## src/rtl/float8_mul_arbiter.sv

```systemverilog
// float8_mul_arbiter: round-robin arbiter and sequencer that shares one
// combinational float8 multiplier among N_REQ requesters. One operand pair
// is in flight at a time: IDLE grants, MUL captures the product, RESP holds
// the product and owner index until the consumer takes it.
// Also contains float8_multiplication, the shared combinational datapath.

`timescale 1ns/1ps

// float8_multiplication: 1 sign, 3 exponent (bias 7), 4 fraction bits with
// an implicit leading one. The significand product is truncated and
// normalised by at most one place. The exponent is computed modulo 8, so an
// out-of-range result wraps instead of saturating. There is no special
// encoding for zero, infinity or NaN.
module float8_multiplication (
   input  logic [7:0] a,
   input  logic [7:0] b,
   output logic [7:0] result
);

   logic       sign_s;
   logic [4:0] man_a_s;
   logic [4:0] man_b_s;
   logic [5:0] prod_hi_s;
   logic [2:0] exp_s;
   logic [3:0] frac_s;

   // Multiply significands, normalise one place, rebias exponent modulo 8
   always_comb begin
      sign_s    = a[7] ^ b[7];
      man_a_s   = {1'b1, a[3:0]};
      man_b_s   = {1'b1, b[3:0]};
      // Bits below the fraction LSB are dropped (truncation).
      prod_hi_s = 6'(({5'd0, man_a_s} * {5'd0, man_b_s}) >> 4);
      if (prod_hi_s[5]) begin
         // Product in [2,4): shift right one place, bump exponent.
         frac_s = prod_hi_s[4:1];
         exp_s  = a[6:4] + b[6:4] + 3'd2;
      end else begin
         // Product in [1,2): already normalised. ea+eb-7 == ea+eb+1 mod 8.
         frac_s = prod_hi_s[3:0];
         exp_s  = a[6:4] + b[6:4] + 3'd1;
      end
      result = {sign_s, exp_s, frac_s};
   end

endmodule

// Arbiter / sequencer around the shared multiplier.
// N_REQ must lie in 2..8 and 2**ID_W must be >= N_REQ.
module float8_mul_arbiter #(
   parameter int N_REQ = 4,
   parameter int ID_W  = 2
) (
   input  logic                 clk,
   input  logic                 rst,
   input  logic [N_REQ-1:0]     req_valid,
   input  logic [8*N_REQ-1:0]   req_a,
   input  logic [8*N_REQ-1:0]   req_b,
   output logic [N_REQ-1:0]     req_ready,
   output logic                 rsp_valid,
   output logic [ID_W-1:0]      rsp_id,
   output logic [7:0]           rsp_result,
   input  logic                 rsp_ready
);

   typedef enum logic [1:0] {
      ST_IDLE = 2'd0,
      ST_MUL  = 2'd1,
      ST_RESP = 2'd2
   } state_t;

   state_t          state_r;
   logic [ID_W-1:0] rr_ptr;
   logic [ID_W-1:0] id_q;
   logic [7:0]      op_a;
   logic [7:0]      op_b;

   logic            grant_any_s;
   logic [ID_W-1:0] grant_idx_s;
   logic [ID_W-1:0] next_ptr_s;
   logic [7:0]      sel_a_s;
   logic [7:0]      sel_b_s;
   logic [7:0]      mul_s;

   // Round-robin pick: first valid requester at or after rr_ptr, wrapping
   always_comb begin
      logic [ID_W:0]   sum_v;
      logic [ID_W-1:0] idx_v;
      grant_any_s = 1'b0;
      grant_idx_s = {ID_W{1'b0}};
      for (int k = 0; k < N_REQ; k++) begin
         sum_v = {1'b0, rr_ptr} + (ID_W+1)'(k);
         sum_v = (sum_v >= (ID_W+1)'(N_REQ)) ? (sum_v - (ID_W+1)'(N_REQ)) : sum_v;
         idx_v = sum_v[ID_W-1:0];
         if (!grant_any_s && req_valid[idx_v]) begin
            grant_any_s = 1'b1;
            grant_idx_s = idx_v;
         end else begin
            grant_any_s = grant_any_s;
            grant_idx_s = grant_idx_s;
         end
      end
   end

   // Pointer advance past the winner, wrapping to zero after N_REQ-1
   always_comb begin
      if (grant_idx_s == ID_W'(N_REQ - 1)) begin
         next_ptr_s = {ID_W{1'b0}};
      end else begin
         next_ptr_s = grant_idx_s + ID_W'(1);
      end
   end

   // Operand mux for the winning requester
   always_comb begin
      sel_a_s = req_a[{grant_idx_s, 3'b000} +: 8];
      sel_b_s = req_b[{grant_idx_s, 3'b000} +: 8];
   end

   // Ready is the only valid-to-ready path: one-hot in IDLE, zero otherwise
   always_comb begin
      req_ready = {N_REQ{1'b0}};
      if (!rst && (state_r == ST_IDLE) && grant_any_s) begin
         req_ready[grant_idx_s] = 1'b1;
      end else begin
         req_ready = {N_REQ{1'b0}};
      end
   end

   // Shared multiplier, fed only from the registered operands
   float8_multiplication u_mul (
      .a      (op_a),
      .b      (op_b),
      .result (mul_s)
   );

   // Sequencer: grant in IDLE, capture the product in MUL, hold it in RESP
   always_ff @(posedge clk or posedge rst) begin
      if (rst) begin
         state_r    <= ST_IDLE;
         rr_ptr     <= {ID_W{1'b0}};
         op_a       <= 8'd0;
         op_b       <= 8'd0;
         id_q       <= {ID_W{1'b0}};
         rsp_result <= 8'd0;
         rsp_id     <= {ID_W{1'b0}};
         rsp_valid  <= 1'b0;
      end else begin
         case (state_r)
            ST_IDLE: begin
               if (grant_any_s) begin
                  op_a    <= sel_a_s;
                  op_b    <= sel_b_s;
                  id_q    <= grant_idx_s;
                  rr_ptr  <= next_ptr_s;
                  state_r <= ST_MUL;
               end else begin
                  state_r <= ST_IDLE;
               end
            end
            ST_MUL: begin
               rsp_result <= mul_s;
               rsp_id     <= id_q;
               rsp_valid  <= 1'b1;
               state_r    <= ST_RESP;
            end
            ST_RESP: begin
               if (rsp_ready) begin
                  rsp_valid <= 1'b0;
                  state_r   <= ST_IDLE;
               end else begin
                  state_r   <= ST_RESP;
               end
            end
            default: begin
               rsp_valid <= 1'b0;
               state_r   <= ST_IDLE;
            end
         endcase
      end
   end

endmodule
```

## config.mk

```make
export PLATFORM = sky130hd
export DESIGN_NAME = float8_mul_arbiter
export DESIGN_NICKNAME = d
export VERILOG_FILES = /design/src/rtl/float8_mul_arbiter.sv
export SDC_FILE = /design/constraint.sdc
export NUM_CORES = 1
export LEC_CHECK = 0
export BUFFER_PORTS_ARGS = -buffer_cell sky130_fd_sc_hd__buf_2
export CAP_MARGIN = 15
export CELL_PAD_IN_SITES_DETAIL_PLACEMENT = 0
export CELL_PAD_IN_SITES_GLOBAL_PLACEMENT = 2
export CORE_UTILIZATION = 31
export DETAILED_ROUTE_END_ITERATION = 8
export PLACE_DENSITY = 0.84
export SETUP_SLACK_MARGIN = 0.3
export SLEW_MARGIN = 20
export SYNTH_ARGS = -nofsm -noshare
export SYNTH_HDL_FRONTEND = slang
export SYNTH_HIERARCHICAL = 1
export SYNTH_SLANG_ARGS = --single-unit
```

## constraint.sdc

```tcl
create_clock -name clk -period 5.4 [get_ports clk]
set_input_delay 0.27 -clock clk [delete_from_list [all_inputs] [get_ports clk]]
set_output_delay 0.27 -clock clk [all_outputs]
set_load 0.02 [all_outputs]
```

==> results of run 1 <==
## path summary, 6_finish.rpt
kind,start,endpoint
max,op_a[1],rsp_result[3]
min,rst,rr_ptr[1]
max reg2reg,op_a[1],rsp_result[3]
min reg2reg,id_q[0],id_q[0]
max in group asynchronous,rst,op_a[0]
min in group clk,rsp_ready,rsp_valid
## through the flow
stage	cell area, um2	instances	hold slack [ns]	setup slack (ns)	power [W]
finish	3250	455	0.0685	1.17	0.00232
global route	3250	455	0.103	0.945	0.00258
CTS	3250	455	0.0882	1.15	0.00236
detailed placement	3160	447	0.400	1.15	0.00216
global placement	3160	447	0.391	1.27	0.00213
floorplan	2670	267	0.420	1.39	0.00183
## sequential cells by signal, summed over array words and instances (netlist names)
| signal | cells |
|---|---|
| rsp_result | 8 |
| id_q | 2 |
| op_a | 8 |
| rsp_valid | 1 |
| op_b | 8 |
| state_r | 2 |
| rsp_id | 2 |
| rr_ptr | 2 |
## power by group
part | switching [W] | internal [W] | leakage (nW) | total, W
Combinational | 0.000906 | 0.000748 | 1.22 | 0.00165
Sequential | 0.000103 | 0.000377 | 0.402 | 0.000480
Clock | 0.0000996 | 0.0000889 | 0.0439 | 0.000189
## worst max-delay path, cell delays in order (launching register included)
cell	delay (ns)
dfrtp_1	0.43
inv_1	0.15
nor2_1	0.08
fa_1	0.50
inv_1	0.05
fa_1	0.49
fa_1	0.52
inv_1	0.04
ha_1	0.36
nand4_2	0.14
o211ai_4	0.12
a221o_2	0.43
nor2_8	0.19
mux2_2	0.35
mux2_2	0.26
## metal layers
metal,vias up,GRT usage,share of wire
li1,1123,-,-
met1,1074,0.209,0.49
met2,60,0.240,0.45
met3,7,0.0266,0.044
met4,0,0.0417,0.013
met5,-,0,0
## layout make-up
type | count | share of cell area
clock buffer | 5 | 0.0212
clock inverter | 3 | 0.00539
inverter | 26 | 0.0300
multi-input combinational | 195 | 0.511
sequential | 33 | 0.254
tap | 105 | 0.0404
timing repair buffer | 88 | 0.138
## cell usage after synthesis (all sizes together), types with 2 or more instances
master	n
dfrtp	33
nand2	31
inv	26
ha	19
mux2i	18
a22oi	16
o221ai	16
nor2	14
buf	13
mux2	12
fa	9
xnor2	6
a21oi	5
and3	5
o21ai	5
nor2b	4
a21o	3
and2	3
nor3	3
a31oi	2
nand2b	2
nand3	2
nand4	2
o21a	2
o31ai	2
## cells by family (layout without fill, tap and decap cells)
kind of cell,Yosys count,count (layout),share of synthesized area
compound gates,61,61,0.192
xor+xnor,7,7,0.0230
fa+ha+maj,28,28,0.157
buf+inv,39,122,0.0699
flops,33,33,0.310
mux,30,30,0.118
simple gates,69,69,0.131
==> impl_metrics.toml, run 1 <==
[yosys]
dominantRegCellSynth = "dfrtp_1"
yosys_warnings = 6
syn_nets = 366
synth-seq-cells = 33
synth_top_cell_by_area = "dfrtp_1"
synth_edf_count = 0
post_synth.cell_area_avg_um2 = 9.99
synth_top_area_frac = 0.310
ys_types = 47
yosysSeqAreaShare = 0.310
synthCells = 267
yosys-top-cells-area = "dfrtp_1 (31%), ha_1 (8.9%), fa_1 (6.8%)"
synthesis.area_um2 = 2670
synth_async_sr_flop_share = 1.00

[placed_design]
hpwl_um = 4880
gp_congestion = 0.855
portBuffers = 85

[layout]
multiInputGateArea_um2 = 1660
area_delta_synth_final_pct = 21.9
drive_above_1_share = 0.349
nets = 448
ff_latch_area_um2 = 826
layout.cells.most_common = "buf_2"
layout_common_cells = "buf_2 (85), dfrtp_1 (33), nand2_1 (30), inv_1 (25), ha_1 (19)"
final_core_util = 0.394
fillers = 852
num_antenna_cells = 0

[routing]
vias_per_cell = 4.98
remaining_drc_errors = 0
ant_nets = 0
firstDrtPassIters = 7
wl_per_cell_um = 14.0
drtIter0Drc = 76
routed-via-count = 2264
routed_wl_um = 6380

[sta]
tightest_slew_ns = 0.970
hold_viol = 0
min_period_over_period = 0.784
finalSetupViolations = 0
clock_skew_ns = 0.00291
setup_tns_ns = 0
slew_headroom = 0.352
rsz0062_at_grt = "no"
drv_slew = 0
clock.fmax_mhz = 236
timing.final.crit_period_ns = 4.23

[clock_tree]
cts_tree = "built"
clock-sinks = 33
root_buffer = "clkbuf_8"
postCtsHoldBufs = 0
cts.clk_slew.worst_paths_ns = 0.07
cts_resized = 0
h-tree-depth = 2
clock_path_buffers = 2
clock_latency_ns = 0.29
postCtsSetupBuffers = 0
numCtsBuffers = 5

[global_route]
grt_max_degree = 38
grt_pass1_vias = 2206
grt_usage = 0.151
overflow = 0
antenna_found_initial = 0
grt_pass1_wl_um = 10500

[worst_setup_path]
critical_path_required_ns = 5.58
ff2ff_setup_slack_ns = 1.17
critPathMaxFanout = 10
reg2reg_depth = 14
worst_ep_arrival_time_ns = 4.42
cp-end-kind = "flop"
worst_setup_path_start_kind = "flop"
path_class = "flop to flop"

[floorplanning]
die_x_um = 94.8
ioPinCount = 86
core_area_um2 = 8260
die-area_um2 = 8980
rows = 33
start_util = 0.323
dieHeight_um = 94.8

[min_path]
hold_path_class = "input pin to asynchronous set/reset pin"

[power_and_ir_drop]
p_leak_nw = 1.66
irDropWorstVdd_v = 0.000235
power_density_nw_per_um2 = 714

[run_status]
status = "completed"

[run]
drv_cap = 0
Power figures use the tool's default switching activity.
==> run 2: changes to the inputs <==
clock period = 4.1 ns   (was 5.4 ns; I/O delays follow)
==> run 2 against run 1 <==
  * Sequential power up 32%
  * Register-to-register slack worse by 0.90 ns
  * Hold slack got worse by 0.060 ns
  * Combinational power grew 60%
  * Sequential share of layout area is 1.0 points lower
  * Clock power rose by 29%
  * Clock skew rose by 0.0061 ns
  * Power grew 52%
  * Largest power group unchanged
  * Maximum frequency is 11% higher
  * Final cell count is 1.8% higher
  * Critical endpoint is now rsp_result[6]
==> impl_metrics.toml, run 2 (synthesized netlist as in run 1, its figures left out) <==
[run_status]
status = "completed"

[sta]
rsz0062_at_grt = "yes"
slew_headroom = 0.282
clock_skew_ns = 0.00900
setup_tns_ns = 0
clock.fmax_mhz = 261
timing.final.crit_period_ns = 3.83
finalSetupViolations = 0
tightest_slew_ns = 1.08
hold_viol = 0
min_period_over_period = 0.934
drv_slew = 0

[layout]
nets = 456
fillers = 852
final_core_util = 0.411
layout.cells.most_common = "buf_2"
drive_above_1_share = 0.408
finalNonFillerCells = 463
multiInputGateArea_um2 = 1740
layout_common_cells = "buf_2 (85), dfrtp_1 (31), nand2_1 (29), inv_1 (20), mux2i_1 (18)"
ff_latch_area_um2 = 828
reg_top3 = "op_a: 8 flops, op_b: 8 flops, rsp_result: 8 flops"
area_delta_synth_final_pct = 27.3
num_antenna_cells = 0

[floorplanning]
start_util = 0.323
die_x_um = 94.8
rows = 33
ioPinCount = 86
core_area_um2 = 8260
dieHeight_um = 94.8
die-area_um2 = 8980

[power_and_ir_drop]
p_leak_nw = 1.71
power_w = 0.00352
power_frac_seq = 0.180
comb_power_share = 0.751
clkPwrFrac = 0.069
irDropWorstVdd_v = 0.000436
power.net_switching_w = 0.00164
switching_share = 0.465
power_density_nw_per_um2 = 1040
intPower_w = 0.00188

[clock_tree]
postCtsHoldBufs = 0
h-tree-depth = 2
clock_path_buffers = 2
numCtsBuffers = 5
clock-sinks = 33
root_buffer = "clkbuf_8"
clock_latency_ns = 0.28
cts_tree = "built"
cts.clk_slew.worst_paths_ns = 0.08

[routing]
firstDrtPassIters = 4
ant_nets = 0
routed.top_layer = "met4"
wl_per_cell_um = 14.6
routed_wl_um = 6750
routed-via-count = 2286
vias_per_cell = 4.94
remaining_drc_errors = 0
drt-met1-wl_um = 3360
met2_length_um = 3040
drtIter0Drc = 77
wl_met3_um = 310

[run]
drv_cap = 0

[worst_setup_path]
worst_setup_path_start_kind = "flop"
cp_slowest_cell = "fa_1"
worst_ep_arrival_time_ns = 4.00
path_cells = "inv_2 > nor2_2 > fa_1 > inv_1 > fa_1 > fa_1 > inv_2 > ha_4 > nand4_4 > o211ai_4 > a221o_2 > nor2_8 > mux2i_1 > xnor2_1 > mux2_2"
path_class = "flop to flop"
critical_path_required_ns = 4.27
cp-end-kind = "flop"
max_stage_delay_ns = 0.52
critPathMaxFanout = 6
crit_path_frequent_cell = "fa_1"

[global_route]
grt_pass1_vias = 2294
antenna_found_initial = 0
grt_usage = 0.159
overflow = 0
grt_pass1_wl_um = 11100
grt_max_degree = 38

[min_path]
hold_path_class = "input pin to asynchronous set/reset pin"

[placed_design]
portBuffers = 85
gp_congestion = 0.836
placedCellCount = 447
hpwl_um = 5070
-- run 2: cell count changes in the layout (fill, tap and decap cells not counted), sizes merged --
cell  previous run  this run
buf             88        96
-- run 2: timing repair --
action / in CTS / in global routing
gates resized for setup: 8 / 4
setup endpoints to repair: 4 / 7
pin swaps: 5 / 2
buffers inserted: 8 / 0
-- run 2: path summary, 6_finish.rpt --
check | from | slack [ns] | cells past startpoint | to
worst max register to register | op_b[3] | 0.27 | 15 | rsp_result[6]
worst max-delay path | op_b[3] | 0.27 | 15 | rsp_result[6]
max in group asynchronous | rst | 3.72 | 3 | op_a[1]
worst min register to register | id_q[0] | 0.47 | 1 | id_q[0]
worst min-delay path | rst | 0.008 | 3 | rsp_result[7]
min in group clk | rsp_ready | 0.22 | 3 | rsp_valid
-- run 2: worst max-delay path: cells and delay by family (launching register included) --
family                     cells  cell delay [ns]
and+or+nand+nor                3             0.28
buffers and inverters          3             0.20
AOI/OAI and AO/OA              2             0.55
muxes                          2             0.51
adders and majority gates      4             1.67
xor gates and xnor gates       1             0.10
DFF                            1             0.43
-- run 2: layout make-up --
class	instances	share of cell area
well taps	105	0.0387
clock buffers	5	0.0203
inverters	26	0.0287
multi-input cells	195	0.514
repair buffers	96	0.150
flip-flops and latches	33	0.244
clock inverters	3	0.00516
-- run 2: per-stage QoR --
stage,hold slack (ns),worst slack (ns),instance area [um2]
6_report,0.00837,0.270,3400
2_1_floorplan,0.355,0.314,2700
3_3_place_gp,0.333,0.216,3200
5_1_grt,0.0452,0.133,3400
4_1_cts,0.0183,0.259,3380
3_5_place_dp,0.335,0.0645,3200
-- run 2: routing by layer --
layer	vias to the layer above	track usage
met5	-	0
met3	4	0.0282
met4	0	0.0303
li1	1146	-
met1	1075	0.225
met2	61	0.254
-- run 2: power by group through the flow --
stage / Clock (W) / Combinational (W) / Sequential [W]
global placement: 0 / 0.00231 / 0.000645
finish: 0.000243 / 0.00264 / 0.000633
global route: 0.000270 / 0.00295 / 0.000662
detailed placement: 0 / 0.00235 / 0.000650
floorplan: 0 / 0.00187 / 0.000673
CTS: 0.000254 / 0.00261 / 0.000636
==> run 3: changes to the inputs <==
CORE_ASPECT_RATIO = 0.8   (was not set)
==> run 3 against run 2 <==
  * Utilization increased by 1.1 points
  * Critical path depth unchanged
  * Sequential cell count unchanged
  * Final cell count increased by 1.7%
  * Hold slack improved by 0.0058 ns
  * Power decreased by 0.72%
  * Via count increased by 0.74%
  * Setup slack got worse by 0.0064 ns
  * Critical path type unchanged
  * Largest cell class unchanged
==> impl_metrics.toml, run 3 (synthesized netlist as in run 1, its figures left out) <==
[run]
drv_cap = 0

[routing]
drtIter0Drc = 95
firstDrtPassIters = 4
vias_per_cell = 4.89
remaining_drc_errors = 0
ant_nets = 0
wl_per_cell_um = 14.6
routed-via-count = 2303
routed_wl_um = 6880

[placed_design]
portBuffers = 85
placedCellCount = 450
hpwl_um = 5190
gp_congestion = 0.852

[worst_setup_path]
path_class = "flop to flop"
cp.buffers_inverters = 3
cp_slowest_cell = "fa_1"
critPathMaxFanout = 8
path_cells = "inv_2 > nor2_2 > fa_1 > inv_1 > fa_1 > fa_1 > inv_2 > ha_4 > nand4_4 > o211ai_4 > o311ai_4 > nor2_8 > mux2i_2 > xnor2_1 > mux2_2"
cp-end-kind = "flop"
critical_path_required_ns = 4.27
max_stage_delay_ns = 0.51
crit_path_frequent_cell = "fa_1"
cp_top_family = "adder cells"
worst_ep_arrival_time_ns = 4.01
worst_setup_path_start_kind = "flop"

[layout]
multiInputGateArea_um2 = 1720
finalNonFillerCells = 471
fillers = 824
drive_above_1_share = 0.416
num_antenna_cells = 0
nets = 461
ff_latch_area_um2 = 831
reg_top3 = "op_a: 8 flops, op_b: 8 flops, rsp_result: 8 flops"
area_delta_synth_final_pct = 28.6
layout_common_cells = "buf_2 (85), nand2_1 (29), dfrtp_1 (29), inv_1 (20)"
layout.cells.most_common = "buf_2"

[sta]
rsz0062_at_grt = "yes"
setup_tns_ns = 0
tightest_slew_ns = 0.896
clock.fmax_mhz = 261
hold_viol = 0
finalSetupViolations = 0
timing.final.crit_period_ns = 3.84
slew_headroom = 0.401
drv_slew = 0
min_period_over_period = 0.936
clock_skew_ns = 0.00332

[global_route]
grt_max_degree = 39
overflow = 0
antenna_found_initial = 0
grt_pass1_vias = 2251
grt_pass1_wl_um = 11100
grt_usage = 0.157

[power_and_ir_drop]
irDropWorstVdd_v = 0.000615
power_density_nw_per_um2 = 1020
p_leak_nw = 1.73

[clock_tree]
cts.clk_slew.worst_paths_ns = 0.07
h-tree-depth = 2
postCtsHoldBufs = 0
numCtsBuffers = 5
clock_path_buffers = 2
clock-sinks = 33
root_buffer = "clkbuf_8"
clock_latency_ns = 0.28
cts_tree = "built"

[min_path]
hold_path_class = "input pin to asynchronous set/reset pin"

[floorplanning]
ioPinCount = 86
start_util = 0.328
die_x_um = 106
die-area_um2 = 8980
core_area_um2 = 8130
dieHeight_um = 85.0
rows = 29

[run_status]
status = "completed"
-- run 3: cell types whose count changed in the layout (fill, tap and decap cells not counted), moves of 2 or more --
| cell | change |
|---|---|
| buf_4 | +5 |
| clkbuf_8 | +2 |
| dfrtp_1 | -2 |
| dfrtp_2 | +2 |
| mux2_2 | +2 |
| mux2_4 | -2 |
-- run 3: worst paths after layout --
path | cells after the start | slack (ns) | start | to
setup / recovery | 15 | 0.26 | op_b[3] | rsp_result[6]
hold / removal | 3 | 0.01 | rst | rsp_result[7]
setup reg to reg | 15 | 0.26 | op_b[3] | rsp_result[6]
hold reg to reg | 2 | 0.47 | id_q[1] | id_q[1]
max in group asynchronous | 3 | 3.74 | rst | op_b[3]
min in group clk | 3 | 0.20 | rsp_ready | rsp_valid
-- run 3: worst reg2reg max path, stage by stage, from the launching register on --
cell	delay (ns)
dfrtp_2	0.44
inv_2	0.07
nor2_2	0.04
fa_1	0.47
inv_1	0.05
fa_1	0.46
fa_1	0.51
inv_2	0.05
ha_4	0.29
nand4_4	0.08
o211ai_4	0.27
o311ai_4	0.17
nor2_8	0.22
mux2i_2	0.25
xnor2_1	0.09
mux2_2	0.26
-- run 3: cell type report --
class | instances | share of cell area
clock buffer | 7 | 0.0281
clock inverter | 1 | 0.00146
inverter | 26 | 0.0284
multi-input combinational | 195 | 0.501
sequential | 33 | 0.242
tap | 108 | 0.0394
timing repair buffer | 101 | 0.159
-- run 3: metal layers --
metal | vias up | part of all wire | track usage
met5 | - | 0 | 0
met4 | 0 | 0.0065 | 0.0341
met3 | 5 | 0.044 | 0.0292
met2 | 70 | 0.44 | 0.248
met1 | 1078 | 0.51 | 0.224
li1 | 1150 | - | -
-- run 3: through the flow --
step	setup WS [ns]	hold slack, ns	area, um2	utilization	total power [W]
finish	0.264	0.0142	3430	0.422	0.00349
global route	0.106	0.0540	3430	0.422	0.00381
CTS	0.265	0.0279	3390	0.417	0.00343
detailed placement	0.0958	0.339	3200	0.394	0.00298
global placement	0.189	0.333	3200	0.394	0.00296
floorplan	0.314	0.355	2700	-	0.00254
-- run 3: power breakdown --
group	leakage, nW	internal (W)	switching (W)
logic	1.28	0.00123	0.00135
clock network	0.0542	0.000152	0.000123
registers	0.397	0.000500	0.000135
-- run 3: timing repair --
| item | in CTS | in global routing |
|---|---|---|
| pin swaps | 4 | 1 |
| buffers inserted | 9 | 4 |
| resized for setup | 5 | 4 |
| endpoints found under the setup margin | 5 | 7 |
